$ cat src/rtl/stopwatch_ctrl.sv
// stopwatch_ctrl: centisecond stopwatch/countdown timer driving a six-digit seven-segment scanner
module stopwatch_ctrl #(
    parameter int         TICK_DIV   = 500000,
    parameter int         BLINK_DIV  = 12500000,
    parameter int         MAX_VAL    = 999999,
    parameter logic [5:0] POINT_MASK = 6'b000100
) (
    input  logic        sys_clk,
    input  logic        sys_rst,
    input  logic        start,
    input  logic        clear,
    input  logic        load,
    input  logic [19:0] preset,
    input  logic        dir,
    output logic [19:0] data,
    output logic [5:0]  point,
    output logic        en,
    output logic        sign,
    output logic        sat
);
    localparam int PW = $clog2(TICK_DIV + 1);
    localparam int BW = $clog2(BLINK_DIV + 1);
    localparam logic [PW-1:0] TICK_LAST  = PW'(TICK_DIV - 1);
    localparam logic [BW-1:0] BLINK_LAST = BW'(BLINK_DIV - 1);
    localparam logic [19:0]   MAX        = 20'(MAX_VAL);

    typedef enum logic [1:0] {IDLE, RUN, PAUSE, SAT} state_t;

    state_t        state, state_n;
    logic [PW-1:0] presc, presc_n;
    logic [BW-1:0] blink, blink_n;
    logic [19:0]   data_n;
    logic          sign_n, sat_n, en_n, tick;

    // state and all registered outputs
    always_ff @(posedge sys_clk or posedge sys_rst) begin
        if (sys_rst) begin
            state <= IDLE;
            presc <= '0;
            blink <= '0;
            data  <= '0;
            sign  <= 1'b0;
            sat   <= 1'b0;
            en    <= 1'b1;
            point <= POINT_MASK;
        end else begin
            state <= state_n;
            presc <= presc_n;
            blink <= blink_n;
            data  <= data_n;
            sign  <= sign_n;
            sat   <= sat_n;
            en    <= en_n;
            point <= POINT_MASK;
        end
    end

    // next state: tick count update, then start, then load, then clear (highest priority last)
    always_comb begin
        state_n = state;
        presc_n = presc;
        blink_n = '0;
        data_n  = data;
        sign_n  = sign;
        sat_n   = sat;
        en_n    = 1'b1;
        tick    = (state == RUN) && (presc == TICK_LAST);
        if (state == RUN)
            presc_n = tick ? '0 : presc + 1'b1;
        if (tick) begin
            if (dir == sign) begin
                if (data == MAX) begin
                    state_n = SAT;
                    sat_n   = 1'b1;
                end else begin
                    data_n = data + 20'd1;
                end
            end else if (data == '0) begin
                data_n = 20'd1;
                sign_n = 1'b1;
            end else begin
                data_n = data - 20'd1;
                sign_n = (data == 20'd1) ? 1'b0 : sign;
            end
        end
        if (start && state_n != SAT)
            state_n = (state == RUN) ? PAUSE : RUN;
        if (state == PAUSE && state_n == PAUSE) begin
            blink_n = (blink == BLINK_LAST) ? '0 : blink + 1'b1;
            en_n    = (blink == BLINK_LAST) ? ~en : en;
        end
        if (load) begin
            state_n = IDLE;
            presc_n = '0;
            blink_n = '0;
            data_n  = (preset > MAX) ? MAX : preset;
            sign_n  = 1'b0;
            sat_n   = 1'b0;
            en_n    = 1'b1;
        end
        if (clear) begin
            state_n = IDLE;
            presc_n = '0;
            blink_n = '0;
            data_n  = '0;
            sign_n  = 1'b0;
            sat_n   = 1'b0;
            en_n    = 1'b1;
        end
    end
endmodule

$ cat config.mk
export PLATFORM = sky130hd
export DESIGN_NAME = stopwatch_ctrl
export DESIGN_NICKNAME = d
export VERILOG_FILES = /design/src/rtl/stopwatch_ctrl.sv
export SDC_FILE = /design/constraint.sdc
export NUM_CORES = 1
export LEC_CHECK = 0
export BUFFER_PORTS_ARGS = -buffer_cell sky130_fd_sc_hd__buf_2
export CORE_AREA = 3 3 90 114
export DETAILED_ROUTE_END_ITERATION = 16
export DIE_AREA = 0 0 93 117
export PLACE_DENSITY = 0.7
export SLEW_MARGIN = 20
export SYNTH_ARGS = -nofsm -noshare
export SYNTH_HDL_FRONTEND = slang
export SYNTH_SLANG_ARGS = --single-unit
export TNS_END_PERCENT = 100
$ cat constraint.sdc
create_clock -name sys_clk -period 6 [get_ports sys_clk]
set_input_delay 1.2 -clock sys_clk [delete_from_list [all_inputs] [get_ports sys_clk]]
set_output_delay 1.2 -clock sys_clk [all_outputs]
set_load 0.005 [all_outputs]
Yosys cells after proc, flatten, opt, wreduce, memory -nomap -nowiden
Index checks and enable logic that the tools add are counted.
{"block": "op_classes", "n_reduce_logical": 12, "muxes": 37, "order_cmp": 1, "n_eq_ne": 12, "n_bitwise": 1, "add_sub_neg": 4}
{"cell": "$mux W20", "n": 7}
{"cell": "$mux W24", "n": 4}
{"cell": "$mux W19", "n": 4}
{"cell": "$add A24 B1 Y24 const B", "n": 1}
{"cell": "$eq A24 B24 Y1 const B", "n": 1}
{"cell": "$add A20 B1 Y20 const B", "n": 1}
{"cell": "$eq A20 B1 Y1 const B", "n": 1}
{"cell": "$eq A20 B20 Y1 const B", "n": 1}
{"cell": "$gt A20 B20 Y1 const B", "n": 1}
{"cell": "$logic_not A20 Y1", "n": 1}
{"cell": "$sub A20 B1 Y20 const B", "n": 1}
{"cell": "$add A19 B1 Y19 const B", "n": 1}
{"cell": "$eq A19 B19 Y1 const B", "n": 1}
{"cell": "$mux W1", "n": 15}
{"cell": "$mux W2", "n": 7}
{"cell": "$reduce_bool A3 Y1", "n": 4}
{"cell": "$reduce_and A3 Y1", "n": 2}
{"cell": "$eq A2 B2 Y1 const B", "n": 2}
{"cell": "$ne A4 B3 Y1 const B", "n": 1}
{"cell": "$ne A4 B4 Y1 const B", "n": 1}
{"cell": "$reduce_bool A4 Y1", "n": 1}
{"cell": "$logic_and A1 B1 Y1", "n": 3}
{"cell": "$ne A3 B3 Y1 const B", "n": 1}
{"cell": "$eq A2 B1 Y1 const B", "n": 1}
{"cell": "other kinds (4)", "n": 4}
{"block": "totals", "elab_cells": 74, "output_inout_bits": 29, "in_bits": 26, "regBits": 68}

Logic depth before layout (Yosys ltp)
Gate-level depths: netlist of run 1.
{"block": "logic_depth", "ltp_word": 12, "ltp_mapped": 8}

Worst setup path after synthesis of run 1
Ideal clock, no wire load.
{"block": "synth_timing", "kind": "input port to flip-flop", "from": "input port load", "to": "register data[15]", "required_ps": 5931, "path_stages": 7, "setup_slack_ps": 3072, "arrival_ps": 2859, "setup_ps": 69, "cell_sequence": "clkbuf_1 > or2_2 > clkbuf_8 > or3_1 > buf_2 > or4_1 > nand3_1"}
{"block": "synth_between", "elab_chain_len": 2}
{"element": "from (decl)", "line": "12", "text": "input logic load,"}
{"element": "$ne A4 B4 Y1 (no source line) (tied with other cells)"}
{"element": "$reduce_and A2 Y1 (no source line) / $mux W20 (equally long branches)"}
{"element": "to (signal assigned)", "line": "50", "text": "data <= data_n;"}
{"element": "to (decl)", "line": "15", "text": "output logic [19:0] data,"}
Several ways; a longest one is shown, not always the timed one.
A chain may end at the register's enable or synchronous reset.

Worst setup path in the final report of run 1
{"block": "layout_timing", "from": "input port dir", "to": "register data[1]"}
{"block": "layout_between", "elab_chain_len": 5}
{"element": "from (decl)", "line": "14", "text": "input logic dir,"}
{"element": "$eq A1 B1 Y1 *", "line": "71", "text": "if (dir == sign) begin"}
{"element": "$mux W20", "line": "71"}
{"element": "$mux W20", "line": "70", "text": "if (tick) begin"}
{"element": "$mux W20", "line": "92", "text": "if (load) begin"}
{"element": "$mux W20", "line": "101", "text": "if (clear) begin"}
Every way passes the cells marked *; elsewhere a longest branch is shown, timed or not. The select of a mux whose other input is x is not followed.

==> results of run 1 <==
kinds of logic after synthesis:
kind of cell	Yosys count	share of synthesized area
simple gates	277	0.318
compound gates	99	0.151
flops	68	0.376
buf+inv	47	0.0503
xor+xnor	43	0.0832
fa+ha+maj	6	0.0166
other cells	2	0.00166
mux	1	0.00221
area by class of cell:
cell class	count	area (sq um)	share of cell area
well taps	123	154	0.0304
flip-flops and latches	68	1700	0.336
multi-input cells	432	2620	0.517
inverters	13	48.8	0.00963
clock inverters	3	40.0	0.00791
clock buffers	13	240	0.0474
repair buffers	51	263	0.0519
worst max-delay path, stage by stage:
cell and delay, ns:
sky130_fd_sc_hd__buf_2 0.12, sky130_fd_sc_hd__xnor2_1 0.88, sky130_fd_sc_hd__nand3_1 0.26, sky130_fd_sc_hd__nor4_1 0.59, sky130_fd_sc_hd__a21bo_2 0.56, sky130_fd_sc_hd__nor3_1 0.10, sky130_fd_sc_hd__a22o_1 0.21
cell usage in the layout, fill, tap and decap left out, types with 18 or more instances in the layout:
cell type / count
sky130_fd_sc_hd__nand3_1: 31
sky130_fd_sc_hd__buf_2: 48
sky130_fd_sc_hd__nand4_1: 20
sky130_fd_sc_hd__dfrtp_1: 67
sky130_fd_sc_hd__xnor2_1: 18
sky130_fd_sc_hd__o21ai_0: 20
sky130_fd_sc_hd__xor2_1: 25
sky130_fd_sc_hd__nand2_1: 51
sky130_fd_sc_hd__nor2_1: 77
sky130_fd_sc_hd__nor3_1: 25
registers in the layout, indices dropped and copies added, names as in the netlist:
name / count
blink: 24
data: 20
presc: 19
state: 2
en: 1
sat: 1
sign: 1
report_power, final:
group | internal, uW | total (uW) | leakage (uW) | switching, uW
clock | 321 | 515 | 0.000138 | 194
combinational | 57.5 | 157 | 0.000989 | 99.0
sequential | 470 | 500 | 0.000931 | 30.1
per-layer routing:
metal | global-route usage | vias up
li1 | - | 2038
met1 | 0.306 | 2059
met2 | 0.381 | 155
met3 | 0.0326 | 44
met4 | 0.155 | 0
met5 | 0 | -
worst paths after layout:
path                                  end  cells after the start  startpoint  slack (ns)
min in group asynchronous       presc[17]                      3     sys_rst        1.11
worst min register to register   blink[0]                      1    blink[0]        0.50
worst min-delay path             blink[0]                      1    blink[0]        0.50
worst max register to register    data[1]                      6        sign        2.84
worst max-delay path              data[1]                      7         dir        2.32
max in group asynchronous        data[12]                      3     sys_rst        4.31
stage by stage:
step	setup WS (ns)	total power, uW	util	cells
6_report	2.32	1170	0.552	703
4_1_cts	2.47	1180	0.551	703
3_3_place_gp	2.27	658	0.521	687
2_1_floorplan	3.07	609	-	547
3_5_place_dp	2.12	661	0.521	687
5_1_grt	2.26	1220	0.552	703
==> impl_metrics.tcl, run 1 <==
set metrics [dict create \
    net_count_reported_at_finish 607 \
    io_pins 55 \
    synthToLayoutAreaGrowth_pct 11.9 \
    tightestPinTransition_ns 1.14 \
    synth_seq_cells 68 \
    floorplan.initialDensity 0.493 \
    synthCells 543 \
    cts_inserted_buffers 9 \
    finClkSkew_ns 0.00837 \
    synth_top_area_frac 0.370 \
    worst_ir_drop_vdd_mv 0.149 \
    final-max-slew-violation-count 0 \
    post-cts-setup-buffers 0 \
    fin_crit_ns 3.68 \
    postCtsResizedCells 0 \
    asyncSetResetFlopFracSynth 1.00 \
    synthesis.area_sq_mm 0.00453 \
    route.layer.met1.wl_um 5530 \
    drt_pre_antenna_iters 5 \
    floorplan.die.width_um 93 \
    tritoncts "yes" \
    ys_types 77 \
    fin_hold_ws_ns 0.505 \
    ys_top_cells_by_count "77 x sky130_fd_sc_hd__nor2_1, 67 x sky130_fd_sc_hd__dfrtp_1, 51 x sky130_fd_sc_hd__nand2_1, 31 x sky130_fd_sc_hd__nand3_1" \
    die-area_sq_mm 0.0109 \
    cts_hold_repair.buffers 0 \
    dr.first_iter.drc_count 265 \
    clk_pin_slew_ns 0.06 \
    maximum_number_of_pins_on_one_net_before_global_route_repair 69 \
    clockBufferDepth 2 \
    worst_setup_ep_type "flop" \
    crit_path_start_kind "input port" \
    port-buffer-count 48 \
    drc_errors 0 \
    crit_required_ns 6.23 \
    power.static_leakage_uw 0.00206 \
    vias_per_cell 6.11 \
    edff_count_synth 0 \
    number_of_failing_setup_endpoints_in_the_final_timing_report 0 \
    die_height_um 117 \
    dr_wl_met3_um 592 \
    outcome "finished, final reports clean" \
    final.setup.tns_ns 0 \
    post_route_cells_drive_above_1_share 0.140 \
    grt_use_total 0.239 \
    clkLatencyLatePin_ns 0.34 \
    route.vias.total 4296 \
    netlist.top_cell.by_area "sky130_fd_sc_hd__dfrtp_1" \
    relSlewSlack 0.235 \
    clock-sinks 68 \
    cts.htree.levels 3 \
    sum_of_net_half_perimeters_after_detailed_placement_um 8930 \
    synth.yosys.seq_area_share 0.376 \
    global_placement_routability_congestion 0.940 \
    setup.worst_path.class "input port to flop" \
    rsz0062_at_grt "false" \
    ys.warnings.count 0 \
    antenna_cells_inserted 0 \
    grt_overflow 0 \
    drtAntennaViolNets 0 \
    first_global_vias 4193 \
    number_of_antenna_violations_at_the_first_check_in_global_routing 0 \
    synth.avg_cell_area_sq_um 8.33 \
    post_drt_wl_per_cell_um 17.9 \
    most_common_cell_in_the_synthesized_netlist "sky130_fd_sc_hd__nor2_1" \
    maxCapViolations 0 \
    power_density_mw_per_mm2 231 \
    timing_hold_violations_final 0 \
    synth.top_cells.by_area "sky130_fd_sc_hd__dfrtp_1 37%, sky130_fd_sc_hd__nor2_1 6.4%, sky130_fd_sc_hd__xor2_1 4.8%" \
    wirelength_um 12600 \
    fin_area_sq_mm 0.00506 \
    clockRootBuffer "sky130_fd_sc_hd__clkbuf_16" \
    timing.critical_path.fanout_max 22 \
    wp_data_arrival_ns 3.91 \
    floorplan.rows 39 \
    layout_worst_path_cycle_share 0.613 \
    grt_first_pass_wirelength_um 20400 \
    achievable-frequency_mhz 272 \
    fillers 906 \
    route.top_layer_used "met4" \
    placedInstanceArea_sq_mm 0.00478 \
    yosys_most_used_dff "sky130_fd_sc_hd__dfrtp_1" \
    met2RoutedLength_um 5930 \
    holdCritPathClass "flop to flop" \
    core_region_area_sq_mm 0.00917 \
]
(Power assumes the default switching activity.)
==> run 2: changes to the inputs <==
--- a/config.mk
+++ b/config.mk
@@ -5,11 +5,12 @@
 export SDC_FILE = /design/constraint.sdc
 export NUM_CORES = 1
 export LEC_CHECK = 0
+export ABC_AREA = 1
 export BUFFER_PORTS_ARGS = -buffer_cell sky130_fd_sc_hd__buf_2
-export CORE_AREA = 3 3 90 114
+export CORE_AREA = 3 3 98 123
 export DETAILED_ROUTE_END_ITERATION = 16
-export DIE_AREA = 0 0 93 117
-export PLACE_DENSITY = 0.7
+export DIE_AREA = 0 0 101 126
+export PLACE_DENSITY = 0.69
 export SLEW_MARGIN = 20
 export SYNTH_ARGS = -nofsm -noshare
 export SYNTH_HDL_FRONTEND = slang
==> constraint.sdc (replaced) <==
create_clock -name sys_clk -period 3.5 [get_ports sys_clk]
set_input_delay 0.7 -clock sys_clk [delete_from_list [all_inputs] [get_ports sys_clk]]
set_output_delay 0.7 -clock sys_clk [all_outputs]
set_load 0.005 [all_outputs]
==> impl_metrics.tcl, run 2 <==
set metrics [dict create \
    drtAntennaViolNets 0 \
    relSlewSlack 0.470 \
    final-max-slew-violation-count 0 \
    core_region_area_sq_mm 0.0111 \
    vias_per_cell 5.23 \
    power_density_mw_per_mm2 370 \
    power.static_leakage_uw 0.00283 \
    tightestPinTransition_ns 0.793 \
    global_placement_routability_congestion 0.908 \
    number_of_antenna_violations_at_the_first_check_in_global_routing 0 \
    worst-path-buf-inv 0 \
    multiInputGateArea_sq_mm 0.00308 \
    finClkSkew_ns 0.00614 \
    sum_of_net_half_perimeters_after_detailed_placement_um 10500 \
    fillers 1169 \
    ys.warnings.count 0 \
    clk_pin_slew_ns 0.06 \
    grt_use_total 0.230 \
    synth.yosys.seq_area_share 0.319 \
    asyncSetResetFlopFracSynth 1.00 \
    timing.critical_path.fanout_max 20 \
    grt_overflow 0 \
    cp_cell_sequence "ha_1 -> nand3_1 -> nor3_1 -> nand3_1 -> nand2_1 -> nand2_1 -> nand2_1" \
    top_flop_regs "blink (24), data (20), presc (19)" \
    most_common_cell_after_layout_fill_and_taps_aside "sky130_fd_sc_hd__nand2_1" \
    worst_setup_ep_type "flop" \
    yosys_most_used_dff "sky130_fd_sc_hd__dfrtp_1" \
    grt.met1_usage 0.293 \
    io_pins 55 \
    cp_common_cell "sky130_fd_sc_hd__nand2_1" \
    antenna_cells_inserted 0 \
    outcome "finished, final reports clean" \
    drt_pre_antenna_iters 5 \
    clockRootBuffer "sky130_fd_sc_hd__clkbuf_16" \
    number_of_failing_setup_endpoints_in_the_final_timing_report 0 \
    clock-sinks 68 \
    largest-register "blink" \
    edff_count_synth 0 \
    post_route_cells_drive_above_1_share 0.127 \
    fin_crit_ns 2.25 \
    clockBufferDepth 2 \
    synthesis.area_sq_mm 0.00534 \
    net_count_reported_at_finish 907 \
    dr.first_iter.drc_count 293 \
    power.total_uw 2180 \
    largest_register_ff_count 24 \
    die-area_sq_mm 0.0127 \
    setup.worst_path.class "flop to flop" \
    floorplan.initialDensity 0.482 \
    die_height_um 126 \
    first_global_vias 4977 \
    fin_hold_ws_ns 0.313 \
    placed_cells_incl_taps 999 \
    timing_hold_violations_final 0 \
    cts_hold_repair.buffers 0 \
    synth.avg_cell_area_sq_um 6.38 \
    sequential_cell_area_sq_mm 0.00170 \
    synthCells 837 \
    grt_first_pass_wirelength_um 23600 \
    synth.top_cells.by_area "sky130_fd_sc_hd__dfrtp_1 31%, sky130_fd_sc_hd__nand2_1 18%, sky130_fd_sc_hd__nor2_1 9.8%" \
    holdCritPathClass "input port to asynchronous set/reset pin" \
    layout_worst_path_cycle_share 0.643 \
    startpoint_of_the_worst_setup_timing_path "data[1]" \
    cts.htree.levels 3 \
    cts_inserted_buffers 9 \
    cp_slowest_cell "sky130_fd_sc_hd__nand2_1" \
    wp_data_arrival_ns 2.52 \
    final_cells 1015 \
    synth_seq_cells 68 \
    cp_top_family "simple AND/OR/NAND/NOR gates" \
    floorplan.die.width_um 101 \
    most_common_cell_in_the_synthesized_netlist "sky130_fd_sc_hd__nand2_1" \
    post-cts-setup-buffers 0 \
    ys_types 41 \
    most_used_cells_in_the_layout_excluding_fill_and_tap_cells "250 x sky130_fd_sc_hd__nand2_1, 140 x sky130_fd_sc_hd__nor2_1, 83 x sky130_fd_sc_hd__inv_1, 79 x sky130_fd_sc_hd__nand3_1, 67 x sky130_fd_sc_hd__dfrtp_1" \
    port-buffer-count 48 \
    worst_r2r_startpoint "data[1]" \
    wirelength_um 13900 \
    clkLatencyLatePin_ns 0.34 \
    drc_errors 0 \
    worst_ir_drop_vdd_mv 0.224 \
    met3_usage 0.0338 \
    worst_path_largest_cell_delay_ns 0.63 \
    route.vias.total 5310 \
    synth_top_area_frac 0.314 \
    rsz0062_at_grt "false" \
    crit_required_ns 3.77 \
    crit_path_start_kind "flop" \
    tritoncts "yes" \
    postCtsResizedCells 0 \
    maximum_number_of_pins_on_one_net_before_global_route_repair 30 \
    netlist.top_cell.by_area "sky130_fd_sc_hd__dfrtp_1" \
    grtUsageMet2 0.382 \
    floorplan.rows 43 \
    ys_top_cells_by_count "250 x sky130_fd_sc_hd__nand2_1, 140 x sky130_fd_sc_hd__nor2_1, 84 x sky130_fd_sc_hd__inv_1, 79 x sky130_fd_sc_hd__nand3_1, 67 x sky130_fd_sc_hd__dfrtp_1" \
    globalRoute.busiestLayer "met2" \
    final.setup.tns_ns 0 \
    maxCapViolations 0 \
    synthToLayoutAreaGrowth_pct 10.3 \
    achievable-frequency_mhz 445 \
    post_drt_wl_per_cell_um 13.7 \
]
-- run 2: cells by family after synthesis --
kind of cell	share of synthesized area
AND/OR/NAND/NOR	0.460
buffers and inverters	0.108
flip-flops	0.319
AO/OA/AOI/OAI	0.0635
XOR/XNOR	0.0342
adder cells (fa/ha/maj)	0.0141
other	0.00141
-- run 2: power by group --
group / internal [uW] / switching (uW) / leakage (uW)
Sequential: 810 / 63.6 / 0.000925
Combinational: 129 / 245 / 0.00175
Clock: 571 / 362 / 0.000153
Total: 1510 / 671 / 0.00283
-- run 2: layout make-up --
| cell class | count | area share |
|---|---|---|
| well taps | 135 | 0.0287 |
| multi-input cells | 649 | 0.523 |
| inverters | 94 | 0.0612 |
| flip-flops and latches | 68 | 0.289 |
| repair buffers | 53 | 0.0472 |
| clock inverters | 6 | 0.0106 |
| clock buffers | 10 | 0.0406 |
-- run 2: path summary, 6_finish.rpt --
kind,endpoint,slack (ns),cells after the start
worst max-delay path,data[7],1.25,7
worst min-delay path,blink[20],0.31,2
worst max register to register,data[7],1.25,7
min in group sys_clk,blink[0],0.46,1
max in group asynchronous,data[17],2.49,3
worst min register to register,blink[0],0.46,1
-- run 2: stage by stage --
| step | instance area (sq um) | worst slack (ns) | util |
|---|---|---|---|
| after floorplan | 5360 | 1.09 | - |
| after global placement | 5590 | 1.05 | 0.504 |
| after global routing | 5890 | 0.975 | 0.531 |
| final | 5890 | 1.25 | 0.531 |
| after detailed placement | 5590 | 0.974 | 0.504 |
| after CTS | 5890 | 1.25 | 0.531 |
-- run 2: layer usage --
metal	share of wire	wire, um
met1	0.44	6050
met2	0.49	6750
met3	0.042	586
met4	0.036	507
met5	0	0
